[config.mk]
export PLATFORM = sky130hd
export DESIGN_NAME = sqrt_iter_param_flat
export DESIGN_NICKNAME = d
export VERILOG_FILES = /design/src/rtl/sqrt_iter_param_if.sv /design/src/rtl/sqrt_iter_param.sv /design/src/flat_wrapper.sv
export SDC_FILE = /design/constraint.sdc
export NUM_CORES = 1
export LEC_CHECK = 0
export ABC_AREA = 1
export CORE_UTILIZATION = 50
export DETAILED_ROUTE_END_ITERATION = 12
export DONT_BUFFER_PORTS = 1
export PLACE_DENSITY = 0.66
export SYNTH_ARGS = -nofsm -noshare
export SYNTH_HDL_FRONTEND = slang
export SYNTH_SLANG_ARGS = --single-unit
[constraint.sdc]
create_clock -name clk -period 3 [get_ports clk]
set_input_delay 0.45 -clock clk [delete_from_list [all_inputs] [get_ports clk]]
set_output_delay 0.45 -clock clk [all_outputs]
set_load 0.005 [all_outputs]
[src/rtl/sqrt_iter_param_if.sv]
// sqrt_iter_param_if: start/done handshake and result bus for sqrt_iter_param (result_rnd present with SQRT_ROUND_EN)
interface sqrt_iter_param_if #(parameter int WIDTH = 16);
  logic start;
  logic [WIDTH-1:0] a;
  logic busy;
  logic done;
  logic [WIDTH/2-1:0] result;
  logic [WIDTH/2:0] rem;
`ifdef SQRT_ROUND_EN
  logic [WIDTH/2:0] result_rnd;
  modport master (output start, a, input busy, done, result, rem, result_rnd);
  modport slave (input start, a, output busy, done, result, rem, result_rnd);
`else
  modport master (output start, a, input busy, done, result, rem);
  modport slave (input start, a, output busy, done, result, rem);
`endif
endinterface

[src/rtl/sqrt_iter_param.sv]
// sqrt_iter_param: one-bit-per-clock restoring integer sqrt with remainder (SQRT_ROUND_EN adds result_rnd)
module sqrt_iter_param #(
  parameter int WIDTH = 16
) (
  input logic clk,
  input logic reset,
  sqrt_iter_param_if.slave s
);
  localparam int N = WIDTH / 2;
  localparam int CW = $clog2(N);
  if (WIDTH % 2 != 0 || WIDTH < 4) begin : g_bad_width
    $error("sqrt_iter_param: WIDTH must be even and >= 4");
  end
  typedef enum logic [1:0] {IDLE, CALC, DONE} state_t;
  state_t state, nxt;
  logic [WIDTH-1:0] opr;
  logic [N-1:0] proot, proot_n;
  logic [N+1:0] prem, prem_n, rs, trial;
  logic [CW-1:0] cnt;
  logic accept, ge;
  // prem < 2^N before the shift, so dropping its top two bits loses nothing
  always_comb begin
    accept = state != CALC && s.start;
    nxt = state == CALC ? (cnt == '0 ? DONE : CALC) : (s.start ? CALC : IDLE);
    rs = {prem[N-1:0], opr[WIDTH-1 -: 2]};
    trial = {proot, 2'b01};
    ge = rs >= trial;
    prem_n = ge ? rs - trial : rs;
    proot_n = {proot[N-2:0], ge};
  end
  always_ff @(posedge clk or negedge reset)
    if (!reset) state <= IDLE;
    else state <= nxt;
  always_ff @(posedge clk or negedge reset) begin
    if (!reset) begin
      opr <= '0;
      proot <= '0;
      prem <= '0;
      cnt <= '0;
      s.result <= '0;
      s.rem <= '0;
`ifdef SQRT_ROUND_EN
      s.result_rnd <= '0;
`endif
    end else if (accept) begin
      opr <= s.a;
      proot <= '0;
      prem <= '0;
      cnt <= CW'(N - 1);
    end else if (state == CALC) begin
      opr <= {opr[WIDTH-3:0], 2'b00};
      proot <= proot_n;
      prem <= prem_n;
      cnt <= cnt - CW'(1);
      if (cnt == '0) begin
        s.result <= proot_n;
        s.rem <= prem_n[N:0];
`ifdef SQRT_ROUND_EN
        s.result_rnd <= {1'b0, proot_n} + (N+1)'(prem_n > {2'b00, proot_n});
`endif
      end
    end
  end
  assign s.busy = state == CALC;
  assign s.done = state == DONE;
endmodule

[src/flat_wrapper.sv]
// flat-port wrapper written by rule: the top's interface ports become plain ports
module sqrt_iter_param_flat 
#(
  parameter int WIDTH = 16
)
  (clk, reset, s_start, s_a, s_busy, s_done, s_result, s_rem);
  sqrt_iter_param_if #(.WIDTH(WIDTH)) s_i ();
  input logic clk;
  input logic reset;
  input wire logic [$bits(s_i.start)-1:0] s_start;
  input wire logic [$bits(s_i.a)-1:0] s_a;
  output wire logic [$bits(s_i.busy)-1:0] s_busy;
  output wire logic [$bits(s_i.done)-1:0] s_done;
  output wire logic [$bits(s_i.result)-1:0] s_result;
  output wire logic [$bits(s_i.rem)-1:0] s_rem;
  assign s_i.start = s_start;
  assign s_i.a = s_a;
  assign s_busy = s_i.busy;
  assign s_done = s_i.done;
  assign s_result = s_i.result;
  assign s_rem = s_i.rem;
  sqrt_iter_param #(.WIDTH(WIDTH)) u_core (.clk(clk), .reset(reset), .s(s_i));
endmodule
==> flow_summary.json, run 1 <==
{
  "max-vdd-ir-drop_v": 0.0005307,
  "switching_power_mw": 1.781,
  "gr-total-overflow": 0,
  "drt_wl_total_um": 5679,
  "final_core_util_pct": 56.46,
  "drive_gt1_share_pct": 8.696,
  "holdWs_ns": 0.2625,
  "slew_viol_final": 0,
  "finalSetupTns_ns": 0,
  "cts.sink_count": 54,
  "postSynthAreaPerCell_um2": 8.189,
  "initial_core_util_pct": 53.30,
  "p_clk_share_pct": 10.6,
  "power_frac_seq_pct": 33.0,
  "cts.path.max_buffers": 2,
  "r2r_start": "u_core.prem[3]$_DFFE_PN0P_",
  "grt_pass1_vias": 2148,
  "worst-setup-path-type": "reg2reg",
  "n_antenna_cell": 0,
  "clk_latency_ns": 0.31,
  "period_minus_slack_ns": 2.044,
  "nNetsFinal": 375,
  "worst_pin_slew_ns": 0.6657,
  "hold_start": "s_a[5]",
  "reg2reg_depth": 11,
  "synth_edf_count": 0,
  "core_um2": 5270,
  "io_buffers": 0,
  "synthCells": 343,
  "r2r_end": "u_core.s.rem[5]$_DFFE_PN0P_",
  "yosysWarnings": 0,
  "rows": 26,
  "reg2reg_slack_ns": 0.96,
  "grt_util_all_layers_pct": 21.18,
  "die_h_um": 76.95,
  "grt_max_degree": 55,
  "netlist_area_um2": 2809,
  "synth_fp_nets": 374,
  "setup_slack_ns": 0.9558,
  "end_kind": "register",
  "grt_pass1_wl_um": 9846,
  "synth-async-reset-ratio_pct": 100.0,
  "rsz0062_at_grt": "no",
  "maxCapViolCount": 0,
  "worstPathArrival_ns": 2.24,
  "synth_ff_type": "dfrtp_1",
  "yosys.area.top_type": "dfrtp_1",
  "dp_hpwl_um": 4035,
  "start_kind": "register",
  "yosysTopAreaCellShare_pct": 48.11,
  "hp-class": "in2reg",
  "antenna_left": 0,
  "slowest_delay_ns": 0.42,
  "switching_share_pct": 47.57,
  "place_congestion": 0.9323,
  "pre_cts_ws_ns": 0.9901,
  "p_leak_nw": 1.546,
  "final.fill_count": 526,
  "via_per_inst": 5.171,
  "cts_buffers": 5,
  "relSlewSlack_pct": 55.57,
  "first_pass_iters": 4,
  "critPathMostFrequentCell": "nand2_1",
  "holdPathStages": 2,
  "power_frac_comb_pct": 56.4,
  "fin_skew_ns": 0.008398,
  "p_int_mw": 1.962,
  "fmax_mhz": 489.2,
  "powerDensity_nw_per_um2": 1258,
  "critPathSlowestCell": "dfrtp_1",
  "setup-violations-final": 0,
  "antenna_found_initial": 0,
  "fp.dieW_um": 76.95,
  "area_growth_pct": 5.924,
  "die-area_um2": 5921,
  "cts_tree": "done",
  "synthTopCellsByArea": "dfrtp_1 48%, nand2_1 17%, inv_1 5.9%",
  "status": "finished, final reports clean",
  "ys_seq_area_share_pct": 48.11,
  "cp_cell_sequence": "ha_1 > nand2_1 > inv_1 > nand2_1 > nand3_2 > nand2_2 > nand2_2 > nand2_1 > nand2_1 > nand2_1 > nand2_1",
  "finalHoldViolCount": 0,
  "io_pins": 38,
  "clockRootBuffer": "clkbuf_8",
  "finalCritPeriodShare_pct": 68.14,
  "num_vias": 2146,
  "synth.distinct_cells": 27,
  "worstPathRequired_ns": 3.20,
  "ys_seq_elements": 54,
  "p_total_mw": 3.743,
  "crit_path_max_fanout": 11,
  "drc": 0,
  "wl_per_cell_um": 13.68,
  "min_to": "u_core.opr[5]$_DFFE_PN0P_",
  "clk_pin_slew_ns": 0.10,
  "h-tree-depth": 2,
  "drt_iter0_drc": 100
}
-- power groups by stage --
| stage | clock, mW | combinational [mW] | sequential, mW |
|---|---|---|---|
| floorplan | 0 | 1.73 | 1.20 |
| global placement | 0 | 2.06 | 1.24 |
| detailed placement | 0 | 2.10 | 1.25 |
| CTS | 0.405 | 2.13 | 1.24 |
| global route | 0.431 | 2.46 | 1.27 |
| finish | 0.397 | 2.11 | 1.23 |
-- state kept, by name (all words and copies together), names as in the netlist --
| register | flops |
|---|---|
| u_core.opr | 16 |
| u_core.s.rem | 9 |
| u_core.prem | 8 |
| u_core.proot | 8 |
| u_core.s.result | 8 |
| u_core.cnt | 3 |
| u_core.state | 2 |
-- through the flow --
step	cells	cell area, um^2
global placement	405	2851
CTS	415	2975
detailed placement	405	2851
floorplan	343	2809
global route	415	2975
finish	415	2975
-- cell usage in the layout, fill, tap and decap left out --
cell type	Yosys	layout
xnor2_1	1	1
o221ai_1	5	5
nand3b_1	1	1
a21oi_1	5	5
xor2_1	2	2
ha_1	12	12
dfrtp_1	54	54
nand2_1	130	130
nor3_4	1	1
nor2_2	2	2
nand4_1	2	2
nand2_2	3	3
buf_16	0	1
nand3_2	6	6
clkbuf_1	2	1
dlygate4sd3_1	0	1
clkinv_2	0	1
nand3_1	20	20
clkinv_4	0	1
o22ai_1	7	7
a31oi_1	1	1
o21ai_0	14	14
inv_1	44	44
o211ai_1	6	6
nor2_1	9	9
buf_4	1	3
clkbuf_8	0	5
nand3b_2	3	3
inv_2	3	3
nor2_8	1	1
-- layer usage --
layer  share of wire, %  up-vias  GRT usage (%)  wire length (um)
li1                   -     1096              -                 -
met1                 46     1001          26.37              2622
met2                 49       42          36.79              2757
met3                3.8        7          4.881               217
met4                1.4        0          5.577                82
met5                  0        -              0                 0
-- area by class of cell --
class | instances | area (um^2) | share of cell area, %
Inverter | 47 | 176.4 | 5.929
Clock inverter | 2 | 13.76 | 0.4626
Tap cell | 70 | 87.58 | 2.944
Sequential cell | 54 | 1351 | 45.42
Multi-Input combinational cell | 231 | 1214 | 40.79
Timing Repair Buffer | 5 | 60.06 | 2.019
Clock buffer | 6 | 72.57 | 2.439
-- worst max-delay path: cells and delay by family (launching register included) --
family                     cells  cell delay (ns)
and+or+nand+nor                9             1.10
DFF                            1             0.42
adders and majority gates      1             0.37
buffers and inverters          1             0.05
-- cells in the mapped netlist, drive strengths merged, types with 4 or more instances --
cell and count:
a21oi 5, o211ai 6, o21ai 14, nor2 12, dfrtp 54, o22ai 7, nand3b 4, inv 47
o221ai 5, nand3 26, nand2 133, ha 12, buf 9
-- worst max path at each step --
stage / slack, ns / start / depth (start not counted) / endpoint
6_report: 0.96 / u_core.prem[3]$_DFFE_PN0P_ / 11 / u_core.s.rem[5]$_DFFE_PN0P_
4_1_cts: 0.97 / u_core.prem[3]$_DFFE_PN0P_ / 11 / u_core.s.rem[5]$_DFFE_PN0P_
2_1_floorplan: 1.38 / u_core.prem[0]$_DFFE_PN0P_ / 11 / u_core.prem[2]$_DFFE_PN0P_
3_5_place_dp: 0.99 / u_core.prem[3]$_DFFE_PN0P_ / 11 / u_core.prem[5]$_DFFE_PN0P_
3_3_place_gp: 1.02 / u_core.prem[4]$_DFFE_PN0P_ / 11 / u_core.prem[5]$_DFFE_PN0P_
5_1_grt: 0.76 / u_core.proot[3]$_DFFE_PN0P_ / 12 / u_core.prem[5]$_DFFE_PN0P_
-- logic make-up after synthesis --
logic type	synth area share, %
AO/OA/AOI/OAI	8.329
XOR/XNOR	0.9356
adder cells (fa/ha/maj)	5.345
buffers and inverters	8.686
flip-flops	48.11
AND/OR/NAND/NOR	28.60
-- timing repair --
action	4_1_cts	5_1_grt
setup buffers	0	0
hold buffers	2	0
hold endpoints to repair	54	0
gates resized for setup	0	0
(Power assumes the default switching activity.)
==> run 2: changes to the inputs <==
==> constraint.sdc (replaced) <==
create_clock -name clk -period 1.9 [get_ports clk]
set_input_delay 0.285 -clock clk [delete_from_list [all_inputs] [get_ports clk]]
set_output_delay 0.285 -clock clk [all_outputs]
set_load 0.005 [all_outputs]
==> flow_summary.json, run 2 (same netlist as run 1, synthesis figures left out) <==
{
  "status": "finished, final reports clean",
  "finalSetupTns_ns": 0,
  "rows": 26,
  "crit_path_max_fanout": 5,
  "initial_core_util_pct": 53.30,
  "start_kind": "register",
  "critPathSlowestCell": "dfrtp_1",
  "hp-class": "in2reg",
  "n_antenna_cell": 0,
  "fin_cells": 423,
  "core_um2": 5270,
  "first_pass_iters": 4,
  "drc": 0,
  "p_clk_share_pct": 11.8,
  "h-tree-depth": 2,
  "top_register": "u_core.opr",
  "io_buffers": 0,
  "antenna_left": 0,
  "dp.cells": 412,
  "nNetsFinal": 384,
  "critPathMostFrequentCell": "nand2_1",
  "area_growth_pct": 12.34,
  "fp.dieW_um": 76.95,
  "io_pins": 38,
  "die-area_um2": 5921,
  "clockRootBuffer": "clkbuf_8",
  "reg2reg_slack_ns": 0.1,
  "final_cell_mix": "128 x nand2_1, 52 x dfrtp_1, 40 x inv_1, 20 x nand3_1, 14 x o21ai_0",
  "gr-total-overflow": 0,
  "drive_gt1_share_pct": 15.01,
  "via_per_inst": 5.286,
  "slowest_delay_ns": 0.42,
  "worst_pin_slew_ns": 0.7051,
  "p_leak_nw": 1.604,
  "final.fill_count": 485,
  "power_frac_comb_pct": 57.9,
  "place_congestion": 0.8788,
  "grt_pass1_wl_um": 10010,
  "slew_viol_final": 0,
  "finalCritPeriodShare_pct": 94.96,
  "period_minus_slack_ns": 1.804,
  "drt_wl_total_um": 6000,
  "largest_register_ffs": 16,
  "grt_pass1_vias": 2126,
  "worstPathArrival_ns": 2.00,
  "drt_iter0_drc": 165,
  "worstPathRequired_ns": 2.10,
  "layout_commonest_cell": "nand2_1",
  "antenna_found_initial": 0,
  "grt_util_all_layers_pct": 21.24,
  "end_kind": "register",
  "worst-setup-path-type": "reg2reg",
  "clk_pin_slew_ns": 0.10,
  "clk_latency_ns": 0.30,
  "cts.path.max_buffers": 2,
  "largestRegisters": "u_core.opr (16), u_core.s.rem (9)",
  "grt_max_degree": 55,
  "final_core_util_pct": 59.88,
  "finalHoldViolCount": 0,
  "num_vias": 2236,
  "cts.sink_count": 54,
  "fmax_mhz": 554.2,
  "switching_power_mw": 2.971,
  "wl_per_cell_um": 14.18,
  "max-vdd-ir-drop_v": 0.001347,
  "cts_buffers": 5,
  "power_frac_seq_pct": 30.2,
  "setup-violations-final": 0,
  "fin_skew_ns": 0.007504,
  "relSlewSlack_pct": 52.94,
  "die_h_um": 76.95,
  "maxCapViolCount": 0,
  "switching_share_pct": 45.35,
  "cp_cell_sequence": "ha_4 > nand2_1 > nor2_2 > nand2_1 > nor2_2 > nor2_4 > buf_4 > nand3_2 > nand2_1 > nand2_1 > nand2_1",
  "cts_tree": "done",
  "powerDensity_nw_per_um2": 2076,
  "holdWs_ns": 0.1084,
  "dp_hpwl_um": 4180,
  "p_int_mw": 3.580
}
run 2: cell types whose count changed in the layout (fill, tap and decap cells not counted), sizes merged:
cell    change
bufinv      +1
clkinv      -2
buf         +9
run 2: what timing repair did:
item / in CTS / in global routing
hold buffers: 2 / 0
hold endpoints to repair: 54 / 0
setup endpoints to repair: 0 / 19
resized for setup: 0 / 18
buffers inserted: 0 / 2
run 2: final cells by class:
class | count | area (um^2) | share of cell area, %
inverter | 47 | 176.4 | 5.591
tap | 70 | 87.58 | 2.776
clock buffer | 6 | 82.58 | 2.617
clock inverter | 1 | 30.03 | 0.9516
multi-input combinational | 231 | 1294 | 41.00
timing repair buffer | 14 | 131.4 | 4.163
sequential | 54 | 1354 | 42.90
run 2: power by group through the flow:
stage	Clock, mW	Combinational, mW	Sequential [mW]
after floorplan	0	2.73	1.89
after global placement	0	3.40	1.97
after detailed placement	0	3.44	1.98
after CTS	0.796	3.49	1.95
after global routing	0.843	4.28	2.04
final	0.776	3.79	1.98
run 2: routing by layer:
| metal | track usage [%] | up-vias | wire length (um) |
|---|---|---|---|
| li1 | - | 1103 | - |
| met1 | 28.08 | 1055 | 2686 |
| met2 | 35.09 | 70 | 2899 |
| met3 | 5.000 | 8 | 344 |
| met4 | 5.192 | 0 | 70 |
| met5 | 0 | - | 0 |
run 2: path summary, 6_finish.rpt:
kind | start | endpoint | depth (start not counted)
worst max register to register | u_core.prem[3]$_DFFE_PN0P_ | u_core.s.rem[5]$_DFFE_PN0P_ | 11
min in group asynchronous | reset | u_core.s.rem[8]$_DFFE_PN0P_ | 2
worst min-delay path | s_a[5] | u_core.opr[5]$_DFFE_PN0P_ | 2
worst max-delay path | u_core.prem[3]$_DFFE_PN0P_ | u_core.s.rem[5]$_DFFE_PN0P_ | 11
max in group asynchronous | reset | u_core.prem[1]$_DFFE_PN0P_ | 2
worst min register to register | u_core.cnt[0]$_DFFE_PN0P_ | u_core.cnt[0]$_DFFE_PN0P_ | 1
run 2: through the flow:
stage	area, um^2	total power [mW]	setup WS [ns]
after floorplan	2809	4.621	0.2804
after detailed placement	2904	5.416	0.09821
after global placement	2904	5.369	0.05683
after CTS	3054	6.240	0.07880
final	3156	6.551	0.09574
after global routing	3156	7.164	-0.03704
run 2: worst max-delay path, delay by kind of cell (launching register included):
family,cells,cell delay [ns]
DFF,1,0.42
adders and majority gates,1,0.30
buffers and inverters,1,0.16
and+or+nand+nor,9,0.81
==> run 3: changes to the inputs <==
--- a/config.mk
+++ b/config.mk
@@ -6,10 +6,12 @@
 export NUM_CORES = 1
 export LEC_CHECK = 0
 export ABC_AREA = 1
+export CORE_MARGIN = 2
 export CORE_UTILIZATION = 50
 export DETAILED_ROUTE_END_ITERATION = 12
 export DONT_BUFFER_PORTS = 1
 export PLACE_DENSITY = 0.66
+export SLEW_MARGIN = 15
 export SYNTH_ARGS = -nofsm -noshare
 export SYNTH_HDL_FRONTEND = slang
 export SYNTH_SLANG_ARGS = --single-unit
==> flow_summary.json, run 3 (same netlist as run 1, synthesis figures left out) <==
{
  "core_um2": 5473,
  "maxCapViolCount": 0,
  "cts_buffers": 5,
  "regArea_um2": 1354,
  "slew_viol_final": 0,
  "period_minus_slack_ns": 1.764,
  "grt_pass1_vias": 2146,
  "drt_iter0_drc": 64,
  "via_per_inst": 5.118,
  "p_leak_nw": 1.590,
  "largestRegisters": "u_core.opr (16), u_core.s.rem (9)",
  "die_h_um": 78.95,
  "holdPathStages": 2,
  "nNetsFinal": 383,
  "drive_gt1_share_pct": 15.30,
  "worst-setup-path-type": "reg2reg",
  "cts.path.max_buffers": 2,
  "crit_path_max_fanout": 5,
  "fmax_mhz": 566.9,
  "cts.sink_count": 54,
  "multi_input_area_um2": 1304,
  "status": "finished, final reports clean",
  "worst_pin_slew_ns": 0.6271,
  "worst-path-stages": 11,
  "slowest_delay_ns": 0.44,
  "initial_core_util_pct": 51.33,
  "gr-total-overflow": 0,
  "worstPathRequired_ns": 2.11,
  "fin_skew_ns": 0.005623,
  "antenna_found_initial": 0,
  "first_pass_iters": 4,
  "h-tree-depth": 2,
  "final_core_util_pct": 57.48,
  "clk_latency_ns": 0.31,
  "critPathSlowestCell": "dfrtp_1",
  "hp-class": "in2reg",
  "final.fill_count": 494,
  "finalHoldViolCount": 0,
  "final_cell_mix": "129 x nand2_1, 52 x dfrtp_1, 39 x inv_1, 20 x nand3_1, 14 x o21ai_0",
  "cts_tree": "done",
  "wl_per_cell_um": 14.37,
  "grt_util_all_layers_pct": 21.13,
  "switching_share_pct": 46.80,
  "cp_top_family": "simple AND/OR/NAND/NOR gates",
  "power_frac_seq_pct": 30.9,
  "end_kind": "register",
  "setup-violations-final": 0,
  "area_growth_pct": 11.98,
  "start_kind": "register",
  "die-area_um2": 6233,
  "place_congestion": 0.9283,
  "grt_pass1_wl_um": 10180,
  "cp_cell_sequence": "ha_4 > nand2_1 > nor2_2 > nand2_1 > nor2_2 > nor2_4 > buf_4 > nand3_2 > nand2_1 > nand2_1 > nand2_1",
  "path_buf_inv": 1,
  "drc": 0,
  "top_register": "u_core.opr",
  "pre_cts_ws_ns": 0.09475,
  "powerDensity_nw_per_um2": 2049,
  "fp.dieW_um": 78.95,
  "layout_commonest_cell": "nand2_1",
  "n_antenna_cell": 0,
  "critPathMostFrequentCell": "nand2_1",
  "relSlewSlack_pct": 58.15,
  "power_frac_comb_pct": 58.5,
  "num_vias": 2175,
  "p_int_mw": 3.430,
  "switching_power_mw": 3.017,
  "io_pins": 38,
  "setup_slack_ns": 0.1359,
  "antenna_left": 0,
  "p_clk_share_pct": 10.7,
  "max-vdd-ir-drop_v": 0.0008843,
  "io_buffers": 0,
  "largest_register_ffs": 16,
  "finalCritPeriodShare_pct": 92.85,
  "drt_wl_total_um": 6109,
  "clk_pin_slew_ns": 0.11,
  "reg2reg_depth": 11,
  "worstPathArrival_ns": 1.98,
  "rows": 27,
  "dp_hpwl_um": 4275,
  "grt_max_degree": 55,
  "clockRootBuffer": "clkbuf_8"
}
[run 3: per-stage QoR]
| stage | cells | power, mW | hold WS [ns] | TNS, ns | instance area (um^2) |
|---|---|---|---|---|---|
| finish | 425 | 6.447 | 0.09147 | 0 | 3146 |
| global route | 425 | 7.125 | 0.1043 | -0.005181 | 3146 |
| floorplan | 343 | 4.621 | -0.01059 | 0 | 2809 |
| global placement | 413 | 5.313 | -0.008645 | 0 | 2899 |
| CTS | 423 | 6.121 | 0.08939 | 0 | 3034 |
| detailed placement | 413 | 5.385 | -0.008533 | 0 | 2899 |
[run 3: per-layer routing]
layer / wire length [um] / track usage [%] / vias to the layer above
li1: - / - / 1104
met1: 2728 / 26.89 / 1014
met2: 3034 / 37.01 / 47
met3: 227 / 4.318 / 10
met4: 118 / 5.345 / 0
met5: 0 / 0 / -
[run 3: area by class of cell]
cell class,instances,share of cell area (%)
multi-input cells,231,41.45
flip-flops and latches,54,43.04
repair buffers,13,3.938
well taps,72,2.864
inverters,47,5.609
clock inverters,3,0.9149
clock buffers,5,2.188
[run 3: power by group through the flow]
| stage | clock network (mW) | registers, mW | logic [mW] |
|---|---|---|---|
| finish | 0.689 | 1.99 | 3.77 |
| global route | 0.751 | 2.04 | 4.33 |
| CTS | 0.702 | 1.96 | 3.46 |
| detailed placement | 0 | 1.98 | 3.40 |
| global placement | 0 | 1.96 | 3.35 |
| floorplan | 0 | 1.89 | 2.73 |
[run 3: worst paths after layout]
check                                      startpoint                          end  slack (ns)
max                        u_core.prem[3]$_DFFE_PN0P_  u_core.s.rem[6]$_DFFE_PN0P_        0.14
min                                            s_a[0]    u_core.opr[0]$_DFFE_PN0P_        0.09
max reg2reg                u_core.prem[3]$_DFFE_PN0P_  u_core.s.rem[6]$_DFFE_PN0P_        0.14
min reg2reg                u_core.opr[12]$_DFFE_PN0P_   u_core.opr[12]$_DFFE_PN0P_        0.50
max in group asynchronous                       reset    u_core.state[0]$_DFF_PN0_        1.18
min in group asynchronous                       reset   u_core.prem[6]$_DFFE_PN0P_        0.47
[run 3: what timing repair did]
action                                 CTS  global route
hold buffers                             2             0
endpoints found under the hold margin   54             0
setup buffers                            0             2
resized for setup                        0            20
setup endpoints to repair                0            18
